$ cat config.mk
export PLATFORM = sky130hd
export DESIGN_NAME = maria_phase_gen
export DESIGN_NICKNAME = d
export VERILOG_FILES = /design/src/rtl/maria_clk_pkg.sv /design/src/rtl/maria_nmi_stretch.sv /design/src/rtl/maria_phase_gen.sv
export SDC_FILE = /design/constraint.sdc
export NUM_CORES = 1
export LEC_CHECK = 0
export CAP_MARGIN = 20
export CORE_ASPECT_RATIO = 1.1
export CORE_MARGIN = 1
export CORE_UTILIZATION = 40
export DETAILED_ROUTE_END_ITERATION = 12
export PLACE_DENSITY = 0.79
export SYNTH_ARGS = -nofsm -noshare
export SYNTH_HDL_FRONTEND = slang
export SYNTH_SLANG_ARGS = --single-unit
$ cat constraint.sdc
create_clock -name clk_sys -period 2.1 [get_ports clk_sys]
set_input_delay 0.42 -clock clk_sys [delete_from_list [all_inputs] [get_ports clk_sys]]
set_output_delay 0.42 -clock clk_sys [all_outputs]
set_load 0.01 [all_outputs]
$ cat src/rtl/maria_clk_pkg.sv
// rtl/maria_clk_pkg.sv - shared types, defaults and helpers for the MARIA clock/phase generator
package maria_clk_pkg;

  // CPU speed encodings as used by dma_ctrl/memory_map
  typedef enum logic {
    SPEED_FAST = 1'b0,
    SPEED_SLOW = 1'b1
  } speed_t;

  // Entry 0 = fast (1.79M, reload 1), entry 1 = slow (1.19M, reload 2)
  localparam logic [1:0][2:0] DEFAULT_DIV_TABLE = {3'd2, 3'd1};

  // Clamp a possibly negative value at zero
  function automatic int sat0(input int v);
    return (v < 0) ? 0 : v;
  endfunction

endpackage

$ cat src/rtl/maria_nmi_stretch.sv
// rtl/maria_nmi_stretch.sv - stretches a DLI rising edge into an NMI of NMI_CYCLES pclk1 periods
module maria_nmi_stretch #(
  parameter int NMI_CYCLES = 2
) (
  input  logic clk_sys,
  input  logic reset,
  input  logic dli_in,
  input  logic pclk1,
  output logic nmi_b
);

  // Counter must reach NMI_CYCLES+1, where the sequence ends
  localparam int CW = $clog2(NMI_CYCLES + 2);
  localparam logic [CW-1:0] CNT_LAST = CW'(NMI_CYCLES + 1);
  localparam logic [CW-1:0] CNT_HIGH = CW'(NMI_CYCLES);

  logic          dli_q;
  logic          active_q;
  logic [CW-1:0] cnt_q;
  logic          dli_rise;

  assign dli_rise = dli_in & ~dli_q;

  // Edge detect, then count pclk1 periods; a new edge restarts the sequence
  always_ff @(posedge clk_sys) begin
    if (reset) begin
      dli_q    <= 1'b0;
      active_q <= 1'b0;
      cnt_q    <= '0;
    end else begin
      dli_q <= dli_in;
      if (dli_rise) begin
        active_q <= 1'b1;
        cnt_q    <= '0;
      end else if (active_q && pclk1) begin
        cnt_q <= cnt_q + CW'(1);
        if (cnt_q + CW'(1) == CNT_LAST) active_q <= 1'b0;
      end
    end
  end

  // Low from the first to the NMI_CYCLES-th pclk1 after the edge
  assign nmi_b = ~(active_q && (cnt_q != '0) && (cnt_q <= CNT_HIGH));

endmodule

$ cat src/rtl/maria_phase_gen.sv
// rtl/maria_phase_gen.sv - MARIA master/CPU phase generator with NMI stretch, READY and line profiling
module maria_phase_gen
  import maria_clk_pkg::*;
#(
  parameter int                                 NUM_SPEEDS = 2,
  parameter int                                 DIV_W      = 3,
  parameter logic [NUM_SPEEDS-1:0][DIV_W-1:0]   DIV_TABLE  = DEFAULT_DIV_TABLE,
  parameter int                                 NMI_CYCLES = 2,
  parameter int                                 CNT_W      = 13,
  localparam int                                SEL_W      = (NUM_SPEEDS > 1) ? $clog2(NUM_SPEEDS) : 1
) (
  input  logic             clk_sys,
  input  logic             reset,
  input  logic [SEL_W-1:0] speed_sel,
  input  logic             halt_req,
  input  logic             halt_unlock,
  input  logic             dma_drive,
  input  logic             dli_in,
  input  logic             line_start,
  input  logic             deassert_rdy,
  output logic             mclk0,
  output logic             mclk1,
  output logic             pclk0,
  output logic             pclk1,
  output logic             pclk_edge,
  output logic             nmi_b,
  output logic             ready,
  output logic [CNT_W-1:0] cpu_ticks,
  output logic [CNT_W-1:0] halted_ticks,
  output logic [CNT_W-1:0] driven_ticks
);

  logic             toggle_q;
  logic             phase_q, phase_d;
  logic [DIV_W-1:0] div_q, div_d;
  logic [SEL_W-1:0] last_sel_q, last_sel_d;
  logic             pclk0_q, pclk0_d;
  logic             pclk1_q, pclk1_d;
  logic             ready_q;
  logic [CNT_W-1:0] cpu_q, halted_q, driven_q;
  logic [SEL_W-1:0] sel_eff;
  logic [DIV_W-1:0] reload;

  // Divider next state; only advances on mclk1 ticks, frozen while a halt is unlocked
  always_comb begin
    sel_eff    = (int'(speed_sel) < NUM_SPEEDS) ? speed_sel : '0;
    reload     = DIV_TABLE[sel_eff];
    div_d      = div_q;
    phase_d    = phase_q;
    last_sel_d = last_sel_q;
    pclk0_d    = 1'b0;
    pclk1_d    = 1'b0;
    if (!toggle_q) begin
      if (halt_req && halt_unlock) begin
        pclk0_d = 1'b1;
      end else begin
        if (div_q == '0) begin
          phase_d = ~phase_q;
          pclk1_d = ~phase_q;
          pclk0_d = phase_q;
          div_d   = reload;
        end else begin
          div_d = div_q - DIV_W'(1);
        end
        // A speed change shortens the current half-period to the new reload minus one
        if (sel_eff != last_sel_q) div_d = DIV_W'(sat0(int'(reload) - 1));
        last_sel_d = sel_eff;
      end
    end
  end

  // Master toggle, divider state and registered CPU strobes
  always_ff @(posedge clk_sys) begin
    if (reset) begin
      toggle_q   <= 1'b0;
      phase_q    <= 1'b0;
      div_q      <= '0;
      last_sel_q <= '0;
      pclk0_q    <= 1'b0;
      pclk1_q    <= 1'b0;
    end else begin
      toggle_q   <= ~toggle_q;
      phase_q    <= phase_d;
      div_q      <= div_d;
      last_sel_q <= last_sel_d;
      pclk0_q    <= pclk0_d;
      pclk1_q    <= pclk1_d;
    end
  end

  // CPU READY: deassert beats line_start
  always_ff @(posedge clk_sys) begin
    if (reset)             ready_q <= 1'b1;
    else if (deassert_rdy) ready_q <= 1'b0;
    else if (line_start)   ready_q <= 1'b1;
  end

  // Per-line profiling counters, cleared by line_start, wrapping otherwise
  always_ff @(posedge clk_sys) begin
    if (reset || line_start) begin
      cpu_q    <= '0;
      halted_q <= '0;
      driven_q <= '0;
    end else begin
      cpu_q    <= cpu_q + CNT_W'(pclk0_q);
      halted_q <= halted_q + CNT_W'(toggle_q & halt_req);
      driven_q <= driven_q + CNT_W'(toggle_q & dma_drive);
    end
  end

  maria_nmi_stretch #(
    .NMI_CYCLES(NMI_CYCLES)
  ) u_nmi (
    .clk_sys(clk_sys),
    .reset  (reset),
    .dli_in (dli_in),
    .pclk1  (pclk1_q),
    .nmi_b  (nmi_b)
  );

  assign mclk0        = toggle_q;
  assign mclk1        = ~toggle_q;
  assign pclk0        = pclk0_q;
  assign pclk1        = pclk1_q;
  assign pclk_edge    = (div_q == DIV_W'(1)) & phase_q;
  assign ready        = ready_q;
  assign cpu_ticks    = cpu_q;
  assign halted_ticks = halted_q;
  assign driven_ticks = driven_q;

endmodule

==> run summary <==
outcome - finished clean
Pwr Density - 576.3 mW/mm^2
ys async rst share - 0%
Tmin final - 1.971 ns
number of flops mapped to enable cells by yosys - 0
Core Area - 0.005465 sq mm
Yosys cell types - 29
sequential fraction of the synthesis area - 45.34%
largest net degree at the start of global routing - 35
total CTS buffers - 5
leading cell types in the layout, fill and taps excluded - clkdlybuf4s50_1 (53), dfxtp_1 (52), nor2_1 (37)
area of the die - 0.006047 sq mm
Layout Skew - 0.009737 ns
DRT iter0 DRCs - 86
# hold bufs at CTS - 0
Die X-Extent - 74.24 um
Fmax - 507.4 MHz
Avg Cell Area, Syn - 9.147 sq um
WP data required - 1.68 ns
io pins - 55
Worst EP arrival - 1.55 ns
leakage power figure - 1.123 nW
Final ANT Viol Nets - 0
detailed-placement wirelength estimate - 3.254 mm
hold_ws - 0.5032 ns
Post-route DRC - 0
Flop pwr share - 58.6%
final setup fails - 0
clk slew on worst S/H paths - 0.09 ns
Mapped Cells - 251
Initial Util - 42.01%
min-delay worst type - reg -> reg
Post-Syn Nets - 272
fin crit share - 93.85%
num rows - 28
setup slack after layout - 0.1291 ns
internal power - 1.340 mW
Via Count - 1881
die span in y - 81.46 um
Nets - 332
Slew HR - 55.88%
#FFs+latches synth - 52
vias in the first global route - 1802
first-pass GRT wire length - 7.590 mm
initial antenna violation count - 0
CTS tree - yes
worst slew pin tran - 0.6618 ns
Num Clock Sinks - 52
post-layout util - 55.59%
final slew viol count - 0
ant diodes - 0
Clk network pwr share - 33.5%
CP startpoint kind - flip-flop
RSZ-0062 raised after global routing - no
Net Sw Frac - 23.45%
Setup crit end kind - output pin
Clock Tree Root - clkbuf_8
WL per Instance - 11.53 um
Area Overhead vs Synth - 32.32%
final wirelength - 4.461 mm
Pre-Repair DR Iteration Count - 4
Max H-tree Level - 2
CP max FO - 3
synth warn - 0
overall routing resource usage - 15.95%
Max clock buf depth - 2
VDD IR-drop max - 0.4008 mV
final number of hold-violating endpoints - 0
Mapped Area - 0.002296 sq mm
Place WS - -0.003515 ns
switching power - 0.4106 mW
top_reg_cell synth - dfxtp_1
most common cell after layout, fill and taps aside - clkdlybuf4s50_1
Crit Path Class - reg -> out
Fill cells - 513
combinational power share - 7.8%
GP Congestion - 0.8201
layout cells sized above 1 - 6.090%
Max-cap violations - 0
DR vias/cell - 4.860
grt ovf - 0
number of port buffers - 54
Skew-Pair Late Insertion Delay - 0.30 ns
[power by group through the flow]
stage | combinational (mW) | sequential, mW | clock, mW
after floorplan | 0.0758 | 1.05 | 0
after global placement | 0.133 | 1.05 | 0
after detailed placement | 0.137 | 1.05 | 0
after CTS | 0.139 | 1.03 | 0.605
after global routing | 0.154 | 1.03 | 0.651
final | 0.137 | 1.03 | 0.587
[worst max-delay path, stage by stage (launching register included)]
cell and delay (ns):
dfxtp_1 0.34, inv_1 0.08, ha_1 0.20, nor2_1 0.10, nand2_1 0.06, clkdlybuf4s50_1 0.47
[registers in the layout, indices dropped and copies added (netlist names)]
signal,cells
cpu_ticks,13
div_q,3
driven_ticks,13
halted_ticks,13
last_sel_q,1
mclk0,1
pclk0,1
pclk1,1
phase_q,1
ready,1
u_nmi.active_q,1
u_nmi.cnt_q,2
u_nmi.dli_q,1
[per-layer routing]
metal  global-route usage, %  vias up  share of wire, %
met5                       0        -                 0
met3                   3.436        5               4.2
met1                   19.19      862                48
met2                   28.36       43                46
met4                   4.717        0              0.90
li1                        -      971                 -
[metrics by stage]
| step | instance area, sq um | cells | total power, mW | setup TNS (ns) |
|---|---|---|---|---|
| after floorplan | 2296 | 251 | 1.124 | 0 |
| after global placement | 2938 | 379 | 1.182 | 0 |
| after detailed placement | 2938 | 379 | 1.186 | -0.003515 |
| after CTS | 3035 | 387 | 1.770 | 0 |
| after global routing | 3038 | 387 | 1.834 | 0 |
| final | 3038 | 387 | 1.751 | 0 |
[worst paths after layout]
path | cells past startpoint | slack (ns) | endpoint | start
setup / recovery | 5 | 0.13 | nmi_b | u_nmi.cnt_q[0]$_SDFFE_PP0P_
hold / removal | 2 | 0.50 | last_sel_q$_SDFFE_PP0P_ | last_sel_q$_SDFFE_PP0P_
setup reg to reg | 7 | 0.42 | driven_ticks[12]$_SDFF_PP0_ | mclk0$_SDFF_PP0_
hold reg to reg | 2 | 0.50 | last_sel_q$_SDFFE_PP0P_ | last_sel_q$_SDFFE_PP0P_
[timing repair]
action / in CTS / in global routing
setup endpoints to repair: 0 / 1
hold endpoints to repair: 0 / 0
setup buffers: 0 / 0
resized for setup: 0 / 1
[cell families (layout without fill, tap and decap cells)]
logic type | after synthesis | in the layout | share of synthesized area (%)
and+or+nand+nor | 113 | 113 | 26.59
DFF | 52 | 52 | 45.34
xor gates and xnor gates | 30 | 30 | 11.44
AOI/OAI and AO/OA | 27 | 27 | 6.594
buffers and inverters | 15 | 76 | 2.616
adders and majority gates | 12 | 12 | 6.539
muxes | 2 | 2 | 0.8720
[cell usage after synthesis (2+ instances only)]
| library cell | instances | area (sq um) |
|---|---|---|
| xor2_1 | 13 | 113.9 |
| a22oi_1 | 2 | 15.01 |
| and2_1 | 7 | 43.79 |
| nand4_1 | 5 | 31.28 |
| nor3_1 | 15 | 75.07 |
| nor2b_1 | 3 | 18.77 |
| inv_1 | 10 | 37.54 |
| xnor2_1 | 17 | 148.9 |
| mux2i_1 | 2 | 20.02 |
| nand2_1 | 16 | 60.06 |
| buf_2 | 3 | 15.01 |
| a21oi_1 | 12 | 60.06 |
| dfxtp_1 | 52 | 1041 |
| nor2_1 | 37 | 138.9 |
| o21bai_1 | 2 | 15.01 |
| o21ai_0 | 9 | 45.04 |
| nor4_4 | 2 | 42.54 |
| clkbuf_1 | 2 | 7.510 |
| nand3_1 | 14 | 70.07 |
| nand4_4 | 2 | 42.54 |
| or3_1 | 7 | 43.79 |
| ha_1 | 12 | 150.1 |
[cell type report]
class | instances | area [sq um] | share of cell area [%]
well taps | 75 | 93.84 | 3.089
multi-input cells | 184 | 1195 | 39.33
repair buffers | 58 | 573.1 | 18.86
inverters | 10 | 37.54 | 1.236
flip-flops and latches | 52 | 1041 | 34.27
clock buffers | 6 | 82.58 | 2.718
clock inverters | 2 | 15.01 | 0.4942
Note: power is estimated with default switching activity, not from simulation.
